--- config.mk ---
export PLATFORM = sky130hd
export DESIGN_NAME = dau_symbol_tx_buffer_flat
export DESIGN_NICKNAME = d
export VERILOG_FILES = /design/src/rtl/dau_symbol_tx_buffer_if.sv /design/src/rtl/dau_symbol_tx_buffer.sv /design/src/flat_wrapper.sv
export SDC_FILE = /design/constraint.sdc
export NUM_CORES = 1
export LEC_CHECK = 0
export CAP_MARGIN = 20
export CELL_PAD_IN_SITES_DETAIL_PLACEMENT = 2
export CELL_PAD_IN_SITES_GLOBAL_PLACEMENT = 2
export CORE_UTILIZATION = 45
export CTS_BUF_LIST = sky130_fd_sc_hd__clkbuf_16
export DETAILED_ROUTE_END_ITERATION = 10
export PLACE_DENSITY_LB_ADDON = 0.1
export SYNTH_ARGS = -nofsm -noshare
export SYNTH_HDL_FRONTEND = slang
export SYNTH_SLANG_ARGS = --single-unit
--- constraint.sdc ---
create_clock -name i_clk -period 6.3 [get_ports i_clk]
set_input_delay 1.575 -clock i_clk [delete_from_list [all_inputs] [get_ports i_clk]]
set_output_delay 1.575 -clock i_clk [all_outputs]
set_load 0.01 [all_outputs]
--- src/rtl/dau_symbol_tx_buffer_if.sv ---
// Symbol-in / byte-out bus of the DAU symbol transmit buffer, plus the shared
// symbol encoding used by the formatter side.
`ifndef DAU_SYM_WIDTH
`define DAU_SYM_WIDTH 5
`endif
`ifndef DAU_SYM_MINUS
`define DAU_SYM_MINUS 5'h1A
`endif
`ifndef DAU_SYM_COMMA
`define DAU_SYM_COMMA 5'h1B
`endif
`ifndef DAU_SYM_INVALID
`define DAU_SYM_INVALID 5'h1F
`endif

interface dau_symbol_tx_buffer_if #(
   parameter int FIFO_DEPTH = 16
);
   localparam int LW = $clog2(FIFO_DEPTH) + 1;

   // Byte side: a byte moves on every cycle where o_tx_valid && i_tx_ready;
   // o_tx_data is only meaningful while o_tx_valid is high.
   logic [`DAU_SYM_WIDTH-1:0] i_symbol;
   logic                      i_symbol_valid;
   logic                      i_stream_done;
   logic [7:0]                o_tx_data;
   logic                      o_tx_valid;
   logic                      i_tx_ready;
   logic [LW-1:0]             o_level;
   logic                      o_overflow;
   logic                      i_clr_overflow;
   logic                      o_busy;
   logic [1:0]                o_eol_state;

   modport slave (
      input  i_symbol, i_symbol_valid, i_stream_done, i_tx_ready, i_clr_overflow,
      output o_tx_data, o_tx_valid, o_level, o_overflow, o_busy, o_eol_state
   );

   modport master (
      output i_symbol, i_symbol_valid, i_stream_done, i_tx_ready, i_clr_overflow,
      input  o_tx_data, o_tx_valid, o_level, o_overflow, o_busy, o_eol_state
   );
endinterface

--- src/rtl/dau_symbol_tx_buffer.sv ---
// Maps formatter symbols to ASCII, appends CR LF per result, and buffers the
// bytes in a first-word-fall-through FIFO toward the UART transmitter.
module dau_symbol_tx_buffer #(
   parameter int         FIFO_DEPTH = 16,
   parameter bit         EOL_EN     = 1'b1,
   parameter logic [7:0] SUB_CHAR   = 8'h3F
) (
   input logic                   i_clk,
   input logic                   i_rst_n,
   dau_symbol_tx_buffer_if.slave bus
);
   localparam int AW = $clog2(FIFO_DEPTH);
   localparam int LW = AW + 1;
   localparam int SW = `DAU_SYM_WIDTH;

   typedef enum logic [1:0] {
      EOL_IDLE = 2'd0,
      EOL_CR   = 2'd1,
      EOL_LF   = 2'd2,
      EOL_HOLD = 2'd3
   } eol_state_t;

   eol_state_t    state_q, state_d;
   logic [AW-1:0] wr_ptr_q, wr_ptr_d;
   logic [AW-1:0] rd_ptr_q, rd_ptr_d;
   logic [LW-1:0] level_q, level_d;
   logic          overflow_q, overflow_d;
   logic          done_q, done_d;
   logic [7:0]    mem_q [FIFO_DEPTH];

   logic       tx_valid;
   logic       pop;
   logic       space;
   logic       sym_push;
   logic       eol_push;
   logic       push;
   logic [7:0] sym_byte;
   logic [7:0] eol_byte;
   logic [7:0] push_byte;

   // Digits are encoded with all-ones upper bits and the value in the low nibble.
   always_comb begin
      sym_byte = SUB_CHAR;
      if ((&bus.i_symbol[SW-1:4]) && (bus.i_symbol[3:0] <= 4'd9)) begin
         sym_byte = 8'h30 + {4'h0, bus.i_symbol[3:0]};
      end else if (bus.i_symbol == `DAU_SYM_MINUS) begin
         sym_byte = 8'h2D;
      end else if (bus.i_symbol == `DAU_SYM_COMMA) begin
         sym_byte = 8'h2C;
      end
   end

   always_comb begin
      tx_valid   = (level_q != '0);
      pop        = tx_valid && bus.i_tx_ready;
      // A pop in the same cycle frees the slot even when full.
      space      = (level_q < LW'(FIFO_DEPTH)) || pop;
      sym_push   = bus.i_symbol_valid && space;
      done_d     = bus.i_stream_done;
      state_d    = state_q;
      eol_push   = 1'b0;
      eol_byte   = 8'h0D;

      case (state_q)
         EOL_IDLE: begin
            if (EOL_EN && bus.i_stream_done && !done_q) state_d = EOL_CR;
         end
         EOL_CR: begin
            if (!bus.i_symbol_valid && space) begin
               eol_push = 1'b1;
               state_d  = EOL_LF;
            end
         end
         EOL_LF: begin
            eol_byte = 8'h0A;
            if (!bus.i_symbol_valid && space) begin
               eol_push = 1'b1;
               state_d  = EOL_HOLD;
            end
         end
         EOL_HOLD: begin
            if (!bus.i_stream_done) state_d = EOL_IDLE;
         end
         default: state_d = EOL_IDLE;
      endcase

      push      = sym_push || eol_push;
      push_byte = bus.i_symbol_valid ? sym_byte : eol_byte;
      wr_ptr_d  = push ? AW'(wr_ptr_q + 1'b1) : wr_ptr_q;
      rd_ptr_d  = pop ? AW'(rd_ptr_q + 1'b1) : rd_ptr_q;
      level_d   = level_q + LW'(push) - LW'(pop);

      // A drop in the same cycle as a clear keeps the flag set.
      overflow_d = overflow_q;
      if (bus.i_clr_overflow) overflow_d = 1'b0;
      if (bus.i_symbol_valid && !space) overflow_d = 1'b1;
   end

   always_ff @(posedge i_clk or negedge i_rst_n) begin
      if (!i_rst_n) begin
         state_q    <= EOL_IDLE;
         wr_ptr_q   <= '0;
         rd_ptr_q   <= '0;
         level_q    <= '0;
         overflow_q <= 1'b0;
         done_q     <= 1'b0;
      end else begin
         state_q    <= state_d;
         wr_ptr_q   <= wr_ptr_d;
         rd_ptr_q   <= rd_ptr_d;
         level_q    <= level_d;
         overflow_q <= overflow_d;
         done_q     <= done_d;
      end
   end

   always_ff @(posedge i_clk) begin
      if (push) mem_q[wr_ptr_q] <= push_byte;
   end

   assign bus.o_tx_valid  = tx_valid;
   assign bus.o_tx_data   = tx_valid ? mem_q[rd_ptr_q] : 8'h00;
   assign bus.o_level     = level_q;
   assign bus.o_overflow  = overflow_q;
   assign bus.o_busy      = tx_valid || (state_q == EOL_CR) || (state_q == EOL_LF);
   assign bus.o_eol_state = state_q;
endmodule

--- src/flat_wrapper.sv ---
// flat-port wrapper written by rule: the top's interface ports become plain ports
module dau_symbol_tx_buffer_flat 
#(
   parameter int         FIFO_DEPTH = 16,
   parameter bit         EOL_EN     = 1'b1,
   parameter logic [7:0] SUB_CHAR   = 8'h3F
)
  (i_clk, i_rst_n, bus_i_symbol, bus_i_symbol_valid, bus_i_stream_done, bus_i_tx_ready, bus_i_clr_overflow, bus_o_tx_data, bus_o_tx_valid, bus_o_level, bus_o_overflow, bus_o_busy, bus_o_eol_state);
  dau_symbol_tx_buffer_if #(.FIFO_DEPTH(FIFO_DEPTH)) bus_i ();
  input logic i_clk;
  input logic i_rst_n;
  input wire logic [$bits(bus_i.i_symbol)-1:0] bus_i_symbol;
  input wire logic [$bits(bus_i.i_symbol_valid)-1:0] bus_i_symbol_valid;
  input wire logic [$bits(bus_i.i_stream_done)-1:0] bus_i_stream_done;
  input wire logic [$bits(bus_i.i_tx_ready)-1:0] bus_i_tx_ready;
  input wire logic [$bits(bus_i.i_clr_overflow)-1:0] bus_i_clr_overflow;
  output wire logic [$bits(bus_i.o_tx_data)-1:0] bus_o_tx_data;
  output wire logic [$bits(bus_i.o_tx_valid)-1:0] bus_o_tx_valid;
  output wire logic [$bits(bus_i.o_level)-1:0] bus_o_level;
  output wire logic [$bits(bus_i.o_overflow)-1:0] bus_o_overflow;
  output wire logic [$bits(bus_i.o_busy)-1:0] bus_o_busy;
  output wire logic [$bits(bus_i.o_eol_state)-1:0] bus_o_eol_state;
  assign bus_i.i_symbol = bus_i_symbol;
  assign bus_i.i_symbol_valid = bus_i_symbol_valid;
  assign bus_i.i_stream_done = bus_i_stream_done;
  assign bus_i.i_tx_ready = bus_i_tx_ready;
  assign bus_i.i_clr_overflow = bus_i_clr_overflow;
  assign bus_o_tx_data = bus_i.o_tx_data;
  assign bus_o_tx_valid = bus_i.o_tx_valid;
  assign bus_o_level = bus_i.o_level;
  assign bus_o_overflow = bus_i.o_overflow;
  assign bus_o_busy = bus_i.o_busy;
  assign bus_o_eol_state = bus_i.o_eol_state;
  dau_symbol_tx_buffer #(.FIFO_DEPTH(FIFO_DEPTH), .EOL_EN(EOL_EN), .SUB_CHAR(SUB_CHAR)) u_core (.i_clk(i_clk), .i_rst_n(i_rst_n), .bus(bus_i));
endmodule
# Word level (Yosys, flattened, before mapping)
# Memory sizes are Yosys's and may differ from the RTL's.
# Cells that the tools add are included.
# op_classes
n_addsub	5
order_cmp	2
n_eq_ne	9
mux	17
n_reduce_logical	18
# ops
op	count
2-to-1 mux 8 bit	2
equality test 5 bit (second input constant)	2
2-to-1 mux 5 bit	2
adder 4 x 1 -> 4 bit (second input constant)	2
2-to-1 mux 2 bit	4
case mux 2 bit (4 select lines)	1
adder 6 x 4 -> 7 bit (first input constant)	1
2-to-1 mux 7 bit	1
logical AND 1 bit	6
2-to-1 mux 1 bit	6
!= test 2 x 1 -> 1 bit (second input constant)	3
adder 5 x 1 -> 5 bit	1
< comparator 5 bit (second input constant)	1
nonzero test 5 bit	1
subtractor 5 x 1 -> 5 bit	1
equality test 2 bit (second input constant)	2
less-or-equal comparator 4 bit (second input constant)	1
logical OR 1 bit	4
AND reduction 4 bit	1
zero test 1 bit	3
2-to-1 mux 3 bit	1
equality test 2 x 1 -> 1 bit (second input constant)	1
zero test 2 bit	1
!= test 2 bit (second input constant)	1
other kinds (2)	2
# totals
reg_bits	17
mem_bits_rw	128
in_bits	11
output_inout_bits	18
wordCells	58
n_memories	1
# mem_list
memory	words	width	read_ports	rd_ports_with_merged_regs	write_ports	line	rtl
u_core.mem_q	16	8	1	0	1	dau_symbol_tx_buffer.sv:29	logic [7:0] mem_q [FIFO_DEPTH];

# Depth between registers and ports, before layout
# Gate-level depths: netlist (run 1).
# depth
ltp_word	9
ltp_mapped	14
mapped_depth_nobuf	12

# Least setup slack after synthesis (run 1)
# OpenSTA, ideal clock, no wires.
# synth_timing
path_type	input to register
start	input port bus_i_symbol_valid
end	register u_core.level_q[4], in the netlist u_core.bus.o_level[4]
setup_ps	123
arrival_ps	3066
t_required_ps	6177
path_slack_ps	3111
cell_stages	9
path_buffers	1
path_cell_list	clkbuf_1 nor2_1 nor2_1 ha_1 fa_1 a21oi_1 nor2_1 nor2_1 xnor2_1
# synth_between
elab_chain_len	7
elab_cells_between_ends	8
cone_classes	2 x add/sub; 2 x mux; 4 x reduce/logical
# synth_rtl
item	line	rtl
from (decl)	flat_wrapper.sv:13	input wire logic [$bits(bus_i.i_symbol_valid)-1:0] bus_i_symbol_valid;
zero test 1 bit	dau_symbol_tx_buffer.sv:69, dau_symbol_tx_buffer.sv:76	
logical AND 1 bit	dau_symbol_tx_buffer.sv:69, dau_symbol_tx_buffer.sv:76	
2-to-1 mux 1 bit	dau_symbol_tx_buffer.sv:69, dau_symbol_tx_buffer.sv:76	
2-to-1 mux 1 bit	--	
logical OR 1 bit *	dau_symbol_tx_buffer.sv:87	push = sym_push || eol_push;
via u_core.push	dau_symbol_tx_buffer.sv:36	logic push;
adder 5 x 1 -> 5 bit *	dau_symbol_tx_buffer.sv:91	level_d = level_q + LW'(push) - LW'(pop);
subtractor 5 x 1 -> 5 bit *	dau_symbol_tx_buffer.sv:91	
via u_core.level_d[4]	dau_symbol_tx_buffer.sv:26	logic [LW-1:0] level_q, level_d;
to (signal assigned)	dau_symbol_tx_buffer.sv:111	level_q <= level_d;
to (decl)	dau_symbol_tx_buffer.sv:26	
# Mark *: on every way through the listed nets, which the timed path passes. The rest lies on a longest branch.
# A chain may end at the register's enable or synchronous reset.

# Worst setup path in the final report (run 1)
# layout_timing
start	register u_core.rd_ptr_q[0]
end	output port bus_o_tx_data[0]
# layout_between
elab_chain_len	2
# layout_rtl
item	line	rtl
from (decl)	dau_symbol_tx_buffer.sv:25	logic [AW-1:0] rd_ptr_q, rd_ptr_d;
from (signal assigned)	dau_symbol_tx_buffer.sv:110	rd_ptr_q <= rd_ptr_d;
memory (16 x 8 bit)	--	
2-to-1 mux 8 bit	dau_symbol_tx_buffer.sv:122	assign bus.o_tx_data = tx_valid ? mem_q[rd_ptr_q] : 8'h00;
to (decl)	flat_wrapper.sv:17	output wire logic [$bits(bus_i.o_tx_data)-1:0] bus_o_tx_data;
# No other way between the ends.

==> impl_results.md, run 1 <==
* Status: finished, final reports clean
* Slew Limit Fails at 0
* CTS Buffer Depth at 2
* Pleak at 2.08 nW
* CTS tree: done
* GRT overflow at 0
* Post-CTS setup buffer count at 0
* GR peak layer: met2
* RSZ-0062 raised after global routing: no
* Largest net degree at the start of global routing at 29
* Met3 GRT Util at 6.74%
* Number of fill cells at 886
* Worst Hold Class: reg2reg
* Antenna violations before repair at 0
* # setup viols final at 0
* CP required at 4720 ps
* Row cnt at 37
* Fin Clk Skew at 12.7 ps
* WS Path Type: reg2out
* Synth Flop Type: edfxtp_1
* I/O pins at 29
* Post-synth EDFFs at 96
* Yosys reg bits at 113
* Rel. slew slack at 43.6%
* Crit Path Max Fanout at 16
* Min Tclk post-route at 4670 ps
* Critical path arrival at 3100 ps
* Syn Inst Count at 281
* Dpl hpwl at 7750 microns
* Area leader, netlist: edfxtp_1
* Num CTS Buffers at 17
* Die Height at 106 microns
* Antenna diode count at 0
* Syn. warnings at 0
* Core area at 0.0104 sq mm
* DRC violations left at 0
* WL final at 12,700 microns
* Post-synth top area share at 59.5%
* FFs w/ async S/R, synth at 15.0%
* Final critical-path share of the clock period at 74.2%
* # Max-Cap Violations at 0
* All-Layer GR Usage at 25.8%
* Count leader, synth: edfxtp_1
* Synthesized area per cell at 17.2 sq um
* Hold-fix buffers, CTS at 0
* Register area share after synthesis at 68.3%
* Routed wire per std cell at 27.1 microns
* Post-route worst setup slack at 1630 ps
* DR iter-0 viols at 147
* Register area at 0.00331 sq mm
* Number of port buffers at 26
* Clock root buffer: clkbuf_16
* CP Launch Type: register
* Share of layout cells above drive strength 1 at 20.2%
* CTS resizes at 0
* Synth unique cells at 39
* Least-Margin Pin Slew at 844 ps
* Clk pin slew, worst setup/hold paths at 60 ps
* H-Tree Depth at 4
* Starting Density at 46.7%
* Clock Latency Late Sink at 420 ps
* Area Overhead vs Synth at 20.2%
* Via density at 5.66
* Drt pass-1 iters at 4
* Synth Cell Area at 0.00484 sq mm
* DR vias at 2,645
* Power, Total at 3.12 mW
* Number of global-route vias before repair at 3,049
* Most frequent cells after synthesis: 96 x edfxtp_1, 22 x mux4_2, 17 x dfrtp_1, 17 x inv_1, 15 x ha_1
* Pre-CTS setup slack at 2070 ps
* Finished Core Util at 56.2%
* CP endpoint kind: output port
* Peak supply drop at 0.224 mV
* Top post-synthesis cells by area: edfxtp_1 60%, mux4_2 10%, dfrtp_1 8.8%
* RD Place Congestion at 0.723
* CTS Sinks at 113
* Final hold vios at 0
* Die W at 106 microns
* M1 GR Usage at 33.2%
* Detail Route Antenna Nets at 0
* GR Util met2 at 41.7%
* Power per Cell Area at 535 mW/mm^2
* Fmax at 214 MHz
* Die area at 0.0112 sq mm
* First-pass GRT wire length at 19,700 microns
* Multi-input gate area at 0.00140 sq mm
* Layout Nets at 345
* Setup tns final at 0 ps
per-stage QoR:
step                cell area [sq um]  cells  hold slack, ps
finish                           5830    467             532
global route                     5830    467             569
CTS                              5830    467             542
detailed placement               5240    435             532
global placement                 5240    435             513
floorplan                        4850    282             500
layout by cell type, fill, tap and decap left out, drive strengths merged, types with 2 or more instances in the layout:
master,count
nand3b,3
nand3,3
mux2,6
a21oi,3
edfxtp,96
nand4,3
ha,15
nand2,8
mux4,22
dfrtp,17
o22ai,7
xor2,3
buf,5
and2,13
mux2i,14
nor2,10
inv,30
o21ai,4
xnor2,7
nor4b,2
conb,2
clkdlybuf4s50,26
nor2b,2
clkbuf,17
layer usage:
| layer | up-vias | wire (microns) |
|---|---|---|
| li1 | 1141 | - |
| met1 | 1426 | 5570 |
| met2 | 57 | 6440 |
| met3 | 21 | 378 |
| met4 | 0 | 277 |
| met5 | - | 0 |
where the power goes:
group | switching [mW] | internal, mW | leakage (nW) | total (mW)
clock network | 0.405 | 0.564 | 0.291 | 0.969
registers | 0.137 | 0.984 | 1.05 | 1.12
logic | 0.530 | 0.495 | 0.737 | 1.02
sequential cells by signal, indices dropped and copies added (netlist names):
name and flops:
u_core.mem_q 96, u_core.bus.o_level 5, u_core.rd_ptr_q 4, u_core.wr_ptr_q 4
u_core.bus.o_eol_state 2, u_core.bus.o_overflow 1, u_core.done_q 1
final timing paths:
| check | from | to | slack (ps) | depth (start not counted) |
|---|---|---|---|---|
| setup / recovery | u_core.rd_ptr_q[0]$_DFFE_PN0P_ | bus_o_tx_data[0] | 1630 | 5 |
| hold / removal | u_core.bus.o_overflow$_DFFE_PN0P_ | u_core.bus.o_overflow$_DFFE_PN0P_ | 530 | 2 |
| setup reg to reg | u_core.bus.o_level[2]$_DFF_PN0_ | u_core.bus.o_level[4]$_DFF_PN0_ | 3120 | 12 |
| hold reg to reg | u_core.bus.o_overflow$_DFFE_PN0P_ | u_core.bus.o_overflow$_DFFE_PN0P_ | 530 | 2 |
| max in group asynchronous | i_rst_n | u_core.rd_ptr_q[1]$_DFFE_PN0P_ | 4120 | 1 |
| min in group asynchronous | i_rst_n | u_core.bus.o_eol_state[1]$_DFFE_PN0P_ | 1640 | 1 |
layout make-up:
class	count	area share [%]
Tap cell	136	2.92
Clock buffer	17	7.30
Sequential cell	113	56.8
Clock inverter	15	2.75
Inverter	17	1.10
Multi-Input combinational cell	138	24.0
Timing Repair Buffer	31	5.11
critical path, stage by stage (launching register included):
cell and delay (ps):
dfrtp_1 850, buf_4 420, mux4_2 550, mux2i_1 230
o22ai_1 130, clkdlybuf4s50_1 500
cell families after synthesis:
kind of cell               count (synthesis)  share of synthesized area (%)
muxes                                     42                           14.6
and+or+nand+nor                           49                           5.63
buffers and inverters                     31                           2.89
other                                      1                         0.0774
xor gates and xnor gates                  10                           1.81
adders and majority gates                 16                           4.29
AOI/OAI and AO/OA                         19                           2.43
DFF                                      113                           68.3
Note: power is estimated with default switching activity, not from simulation.
==> run 2, diff against run 1 <==
- CORE_UTILIZATION: 45 -> 40
- clock period: 6.3 -> 4.25 ns (I/O delays scaled with it)
==> run 2 against run 1 <==
Hold slack gained 11 ps. Critical path depth decreased by 1. Register-to-register slack lost 2000 ps. Worst setup slack got worse by 1200 ps. Utilization fell by 5.8 points. Largest power group unchanged.
==> impl_results.md, run 2 (same netlist as run 1, synthesis figures left out) <==
* Starting Density at 41.7%
* RSZ-0062 raised after global routing: no
* GRT overflow at 0
* Largest net degree at the start of global routing at 29
* FF-to-FF Start: u_core.bus.o_level[3]$_DFF_PN0_
* Via density at 5.48
* CTS Buffer Depth at 2
* Least-Margin Pin Slew at 920 ps
* Num CTS Buffers at 17
* Clock root buffer: clkbuf_16
* Hold Path Origin: u_core.bus.o_overflow$_DFFE_PN0P_
* CP required at 3190 ps
* Worst R2R Setup Slack at 1160 ps
* CTS resizes at 0
* Post-CTS setup buffer count at 0
* Worst flop-to-flop path endpoint: u_core.bus.o_level[4]$_DFF_PN0_
* Area Overhead vs Synth at 20.9%
* Status: finished, final reports clean
* Crit path cell chain: mux4_2 -> mux2i_1 -> o22ai_1 -> clkdlybuf4s50_1
* Min Tclk post-route at 3770 ps
* Routed wire per std cell at 24.5 microns
* I/O pins at 29
* CTS Sinks at 113
* Number of global-route vias before repair at 2,894
* Fmax at 265 MHz
* Number of port buffers at 26
* Die Height at 112 microns
* CP endpoint kind: output port
* WHS Path Cells at 2
* Hold-fix buffers, CTS at 0
* Reg with most FFs: u_core.mem_q
* Dpl hpwl at 7730 microns
* Fin Clk Skew at 7.54 ps
* Critical path arrival at 2710 ps
* Crit path largest cell delay at 940 ps
* Rel. slew slack at 38.7%
* Detail Route Antenna Nets at 0
* Cell area after layout at 0.00586 sq mm
* Peak supply drop at 0.354 mV
* Crit Path Max Fanout at 14
* Cell total after placement at 444
* Most common cell after layout, fill and taps aside: edfxtp_1
* Final hold vios at 0
* All-Layer GR Usage at 20.8%
* DRC violations left at 0
* Pleak at 2.08 nW
* Clock Latency Late Sink at 420 ps
* Share of layout cells above drive strength 1 at 19.3%
* Worst Hold Class: reg2reg
* H-Tree Depth at 4
* DR iter-0 viols at 108
* Max reg flops at 96
* WL final at 11,600 microns
* CTS tree: done
* Power per Cell Area at 784 mW/mm^2
* Slew Limit Fails at 0
* Slowest CP cell: dfrtp_1
* RD Place Congestion at 0.697
* WS Path Type: reg2out
* Dpl cell area at 0.00528 sq mm
* # setup viols final at 0
* Final critical-path share of the clock period at 88.8%
* CP Launch Type: register
* # Max-Cap Violations at 0
* Core area at 0.0116 sq mm
* Setup tns final at 0 ps
* Antenna violations before repair at 0
* Die W at 112 microns
* Row cnt at 39
* Layout Cells excl Fill at 475
* Die area at 0.0126 sq mm
* Leading cell types in the layout, fill and taps excluded: 96 x edfxtp_1, 26 x clkdlybuf4s50_1, 22 x mux4_2
* Clk pin slew, worst setup/hold paths at 50 ps
* R2R cell count at 12
* Antenna diode count at 0
* Min-Delay Endpoint: u_core.bus.o_overflow$_DFFE_PN0P_
* First-pass GRT wire length at 18,100 microns
* DR vias at 2,604
* Layout Nets at 348
* Drt pass-1 iters at 5
-- run 2: critical path: cells and delay by family (launching register included) --
kind / cells / cell delay [ps]
AO/OA/AOI/OAI: 1 / 170
buffers and inverters: 1 / 510
flip-flops: 1 / 940
multiplexers: 2 / 670
-- run 2: layout make-up --
class                      count  area (sq um)
sequential                   113          3310
inverter                      17          63.8
clock buffer                  17           425
clock inverter                13           146
timing repair buffer          34           333
multi-input combinational    138          1400
fill                        1045          5760
tap                          143           179
-- run 2: layer usage --
metal	global-route usage, %	wire length (microns)
met1	27.2	5180
met5	0	0
met3	4.21	428
met4	9.87	218
met2	33.4	5790
-- run 2: how the worst max path moves through the flow --
| stage | from | endpoint | cells past startpoint |
|---|---|---|---|
| 3_5_place_dp | bus_i_tx_ready | u_core.bus.o_level[4]$_DFF_PN0_ | 9 |
| 4_1_cts | u_core.bus.o_level[2]$_DFF_PN0_ | bus_o_tx_data[3] | 6 |
| 2_1_floorplan | u_core.bus.o_level[3]$_DFF_PN0_ | u_core.bus.o_level[4]$_DFF_PN0_ | 14 |
| 6_report | u_core.rd_ptr_q[3]$_DFFE_PN0P_ | bus_o_tx_data[3] | 4 |
| 5_1_grt | u_core.bus.o_level[2]$_DFF_PN0_ | bus_o_tx_data[3] | 6 |
| 3_3_place_gp | bus_i_tx_ready | u_core.bus.o_level[4]$_DFF_PN0_ | 9 |
-- run 2: power by group --
group	internal, mW	switching, mW	total [mW]
clock	0.901	0.490	1.39
combinational	0.755	0.808	1.56
sequential	1.46	0.175	1.63
-- run 2: through the flow --
step           util (%)  setup WS [ps]  hold WS [ps]  power [mW]
3_3_place_gp       45.4            882           510        3.16
3_5_place_dp       45.4            804           536        3.22
5_1_grt            50.4            353           583        4.83
4_1_cts            50.4            451           554        4.65
2_1_floorplan         -           1420           500        2.59
6_report           50.4            477           543        4.59
